`src/rtl/cpu_pkg.sv`:
```
// cpu_pkg: register-file widths and typedefs shared with the decode and hazard units.
package cpu_pkg;
  localparam int REG_ADDR_W = 5;
  localparam int REG_DATA_W = 32;
  typedef logic [REG_ADDR_W-1:0] reg_addr_t;
  typedef logic [REG_DATA_W-1:0] reg_data_t;
  localparam reg_addr_t REG_ZERO = '0;
endpackage

```
`src/rtl/regfile_read_port.sv`:
```
// regfile_read_port: combinational read of data and busy bit with write-to-read forwarding.
module regfile_read_port import cpu_pkg::*; #(
  parameter int DATA_W   = REG_DATA_W,
  parameter int ADDR_W   = REG_ADDR_W,
  parameter int ZERO_REG = 1,
  parameter int BYPASS   = 1
) (
  input  logic [ADDR_W-1:0]    addr_i,
  input  logic [DATA_W-1:0]    mem_i [2**ADDR_W],
  input  logic                 wr_en_i,
  input  logic [ADDR_W-1:0]    wr_addr_i,
  input  logic [DATA_W-1:0]    wr_data_i,
  input  logic                 set_en_i,
  input  logic [ADDR_W-1:0]    set_addr_i,
  input  logic [2**ADDR_W-1:0] busy_i,
  output logic [DATA_W-1:0]    rdata_o,
  output logic                 busy_o
);
  logic is_zero, wr_hit, set_hit;
  // wr_en_i is already qualified: no reset and not a dropped zero-register write.
  always_comb begin
    is_zero = (ZERO_REG != 0) && (addr_i == ADDR_W'(REG_ZERO));
    wr_hit  = (BYPASS != 0) && wr_en_i && (wr_addr_i == addr_i);
    set_hit = set_en_i && (set_addr_i == addr_i);
    rdata_o = is_zero ? '0 : wr_hit ? wr_data_i : mem_i[addr_i];
    busy_o  = busy_i[addr_i] && !(wr_hit && !set_hit);
  end
endmodule

```
`src/rtl/regfile_2r1w_sb.sv`:
```
// regfile_2r1w_sb: 2-read/1-write register file with per-register pending-write scoreboard.
module regfile_2r1w_sb import cpu_pkg::*; #(
  parameter int DATA_W   = REG_DATA_W,
  parameter int ADDR_W   = REG_ADDR_W,
  parameter int ZERO_REG = 1,
  parameter int BYPASS   = 1
) (
  input  logic              clk,
  input  logic              reset,
  input  logic              we,
  input  logic [ADDR_W-1:0] waddr,
  input  logic [DATA_W-1:0] wdata,
  input  logic [ADDR_W-1:0] raddr_a,
  output logic [DATA_W-1:0] rdata_a,
  output logic              busy_a,
  input  logic [ADDR_W-1:0] raddr_b,
  output logic [DATA_W-1:0] rdata_b,
  output logic              busy_b,
  input  logic              sb_set,
  input  logic [ADDR_W-1:0] sb_addr
);
  localparam int DEPTH = 2**ADDR_W;
  logic [DATA_W-1:0] mem_q [DEPTH];
  logic [DEPTH-1:0]  busy_q, busy_d;
  logic              we_eff, set_eff;
  assign we_eff  = we && !reset && !((ZERO_REG != 0) && (waddr == ADDR_W'(REG_ZERO)));
  assign set_eff = sb_set && !reset && !((ZERO_REG != 0) && (sb_addr == ADDR_W'(REG_ZERO)));
  // Set beats clear on the same register: the new producer is still outstanding.
  for (genvar i = 0; i < DEPTH; i++) begin : g_busy
    assign busy_d[i] = (set_eff && (sb_addr == ADDR_W'(i))) || (busy_q[i] && !(we && (waddr == ADDR_W'(i))));
  end
  always_ff @(posedge clk) begin
    if (reset) begin
      for (int k = 0; k < DEPTH; k++) mem_q[k] <= '0;
      busy_q <= '0;
    end else begin
      if (we_eff) mem_q[waddr] <= wdata;
      busy_q <= busy_d;
    end
  end
  regfile_read_port #(.DATA_W(DATA_W), .ADDR_W(ADDR_W), .ZERO_REG(ZERO_REG), .BYPASS(BYPASS)) u_port_a (
    .addr_i(raddr_a), .mem_i(mem_q), .wr_en_i(we_eff), .wr_addr_i(waddr), .wr_data_i(wdata),
    .set_en_i(set_eff), .set_addr_i(sb_addr), .busy_i(busy_q), .rdata_o(rdata_a), .busy_o(busy_a)
  );
  regfile_read_port #(.DATA_W(DATA_W), .ADDR_W(ADDR_W), .ZERO_REG(ZERO_REG), .BYPASS(BYPASS)) u_port_b (
    .addr_i(raddr_b), .mem_i(mem_q), .wr_en_i(we_eff), .wr_addr_i(waddr), .wr_data_i(wdata),
    .set_en_i(set_eff), .set_addr_i(sb_addr), .busy_i(busy_q), .rdata_o(rdata_b), .busy_o(busy_b)
  );
endmodule

```
`config.mk`:
```
export PLATFORM = sky130hd
export DESIGN_NAME = regfile_2r1w_sb
export DESIGN_NICKNAME = d
export VERILOG_FILES = /design/src/rtl/cpu_pkg.sv /design/src/rtl/regfile_read_port.sv /design/src/rtl/regfile_2r1w_sb.sv
export SDC_FILE = /design/constraint.sdc
export NUM_CORES = 2
export LEC_CHECK = 0
export ABC_AREA = 1
export CAP_MARGIN = 40
export CORE_ASPECT_RATIO = 1.25
export CORE_MARGIN = 4
export CORE_UTILIZATION = 25
export CTS_BUF_LIST = sky130_fd_sc_hd__clkbuf_4 sky130_fd_sc_hd__clkbuf_8 sky130_fd_sc_hd__clkbuf_16
export CTS_CLUSTER_SIZE = 16
export DETAILED_ROUTE_END_ITERATION = 12
export HOLD_SLACK_MARGIN = 0.08
export SYNTH_ARGS = -nofsm -noshare
export SYNTH_HDL_FRONTEND = slang
export SYNTH_SLANG_ARGS = --single-unit
```
`constraint.sdc`:
```
create_clock -name clk -period 2.35 [get_ports clk]
set_clock_uncertainty 0.15 [all_clocks]
set_input_delay 0.235 -clock clk [delete_from_list [all_inputs] [get_ports clk]]
set_output_delay 0.235 -clock clk [all_outputs]
set_load 0.1 [all_outputs]
```
==> flow_summary.json <==
{
  "status": "finished, violations left",
  "violations": "setup timing",
  "critPathMaxFanout": 3,
  "start_kind": "register",
  "rsz0062_at_grt": "true",
  "yosysUniqueCellTypes": 34,
  "yosysTopAreaCellShare_pct": 35.1,
  "first_pass_iters": 6,
  "yosys_warnings": 0,
  "wl_per_cell_um": 22.2,
  "setup_ws_ns": -0.278,
  "syn_inst": 9398,
  "first_iter_violations": 7180,
  "die_h_um": 557,
  "fp.coreArea_mm2": 0.240,
  "period_share_pct": 112,
  "yosys.area.top_type": "dfxtp_1",
  "numCtsBuffers": 105,
  "avgViaCountPerCell": 5.26,
  "die-area_mm2": 0.249,
  "seq_area_frac_synth_pct": 35.1,
  "antenna_found_initial": 16,
  "tns_ns": -7.75,
  "start_util_pct": 25.1,
  "critPathMaxStageDelay_ns": 0.30,
  "ys_seq_elements": 1056,
  "drive_gt1_share_pct": 29.2,
  "totalWireLength_um": 285000,
  "ys_async_sr_fraction_pct": 0,
  "clock.fmax_ghz": 0.380,
  "overflow": 0,
  "cts_buffer_depth": 3,
  "crit_chain": "inv_1, a21oi_1, o21ai_0, nand3_1, nand2_1, nand2_2, nand2_4, nand3_2, nand2_2, buf_12, clkinvlp_4, buf_12",
  "clock_latency_ns": 0.72,
  "cts_root_buf": "clkbuf_16",
  "layout_commonest_cell": "nand2_1",
  "hold_slack_ns": 0.106,
  "fin_crit_ns": 2.63,
  "finalMaxSlewViolations": 0,
  "cellLeakagePower_nw": 34.0,
  "grt_pass1_vias": 62500,
  "path_buf_inv": 4,
  "num_io_pins": 122,
  "relSlewSlack_pct": 29.6,
  "syn_area_mm2": 0.0602,
  "setup_viol": 63,
  "crit_type": "register to primary output",
  "layout_common_cells": "nand2_1 (2710), nand3_1 (1140), o31ai_1 (854), dfxtp_1 (678), inv_1 (652)",
  "die_x_um": 447,
  "required_ns": 1.97,
  "pre_cts_slack_ns": -0.728,
  "num_vias": 67700,
  "cts_tree": "built",
  "cap_violations": 0,
  "power_mw": 46.8,
  "htree_levels": 3,
  "grt_max_degree": 161,
  "dp.cells": 12600,
  "grtUsageTotal_pct": 21.9,
  "placed_area_mm2": 0.0728,
  "ir_drop_v": 0.000640,
  "synth_edf_count": 0,
  "drc": 0,
  "hpwl_um": 188000,
  "hold_viol_final": 0,
  "critPathArrivalTime_ns": 2.24,
  "grt_pass1_wl_um": 416000,
  "routabilityCongestion": 0.919,
  "synthTopCellsByArea": "dfxtp_1 (35%), nand2_1 (18%), nand3_1 (14%)",
  "fin_area_mm2": 0.0818,
  "syn_area_per_cell_um2": 6.41,
  "areaGrowthSynthToFinish_pct": 36.0,
  "power.density_mw_per_mm2": 572,
  "syn_nets": 9454,
  "clk_pin_slew_ns": 0.07,
  "final_cells": 12900,
  "portBuffers": 121,
  "rows": 201,
  "cp_slowest_cell": "dfxtp_1",
  "tightest_slew_ns": 1.06,
  "end_kind": "primary output",
  "antenna_left": 0,
  "final_util_pct": 34.1,
  "synth_ff_type": "dfxtp_1",
  "crit_family": "simple AND/OR/NAND/NOR gates",
  "holdCritPathClass": "input port to register",
  "cts_sinks": 1056,
  "fin_nets": 9692
}
==> what timing repair did <==
action	4_1_cts	5_1_grt
endpoints found under the setup margin	66	66
hold buffers	6	0
gates resized for setup	746	1021
gates cloned	5	4
buffers inserted	45	47
pin swaps	323	471
endpoints found under the hold margin	12	0
==> final cells by class <==
cell class	count	area, um^2
multi-input combinational	6391	35900
timing repair buffer	1015	12600
inverter	1067	4100
clock inverter	45	567
tap	3146	3940
clock buffer	148	3100
sequential	1056	21600
fill	25100	158000
antenna	8	20.0
==> synthesized netlist by cell type (5+ instances only) <==
cell / count
xor2_1: 11
a21oi_1: 261
buf_4: 28
nor3_1: 10
clkbuf_1: 520
o21ai_0: 256
xnor2_1: 5
nor3_4: 17
nand3_1: 1654
dfxtp_1: 1056
buf_2: 218
nor2_1: 132
o31ai_1: 854
buf_1: 106
nand2_1: 2922
o21ai_1: 15
nand3b_1: 20
nor2_4: 12
buf_6: 11
inv_2: 10
o311ai_0: 6
inv_1: 1053
o211ai_1: 196
==> where the power goes <==
group	switching, mW	internal (mW)
combinational	6.65	3.60
clock	8.07	10.4
sequential	0.0500	18.0
==> logic make-up (layout without fill, tap and decap cells) <==
kind of cell | count (synthesis) | in the layout | synth area share, %
AO/OA/AOI/OAI | 1592 | 1592 | 17.7
XOR/XNOR | 16 | 16 | 0.233
buffers and inverters | 1951 | 2275 | 12.9
flip-flops | 1056 | 1056 | 35.1
other | 0 | 8 | 0
AND/OR/NAND/NOR | 4783 | 4783 | 34.0
==> registers in the layout (all words and copies together) (netlist names) <==
register  flops
mem_q      1024
busy_q       32
==> routing by layer <==
layer | track usage (%) | share of wire (%) | vias up
met3 | 3.62 | 8.6 | 922
met2 | 35.1 | 45 | 3544
li1 | - | - | 31500
met5 | 0 | 0.024 | -
met1 | 26.3 | 38 | 31700
met4 | 16.1 | 9.0 | 8
==> worst register-to-register path, delay by kind of cell, from the launching register on <==
family | cells | cell delay [ns]
buffers and inverters | 5 | 0.52
DFF | 1 | 0.32
AOI/OAI and AO/OA | 1 | 0.22
==> final timing paths <==
check / from / end / slack [ns] / cells past startpoint
worst max-delay path: mem_q[447]$_SDFFE_PP0P_ / rdata_b[31] / -0.28 / 12
worst min-delay path: reset / mem_q[1002]$_SDFFE_PP0P_ / 0.11 / 4
worst max register to register: mem_q[669]$_SDFFE_PP0P_ / mem_q[669]$_SDFFE_PP0P_ / 1.05 / 6
worst min register to register: mem_q[1004]$_SDFFE_PP0P_ / mem_q[1004]$_SDFFE_PP0P_ / 0.29 / 2
Power figures use the tool's default switching activity.
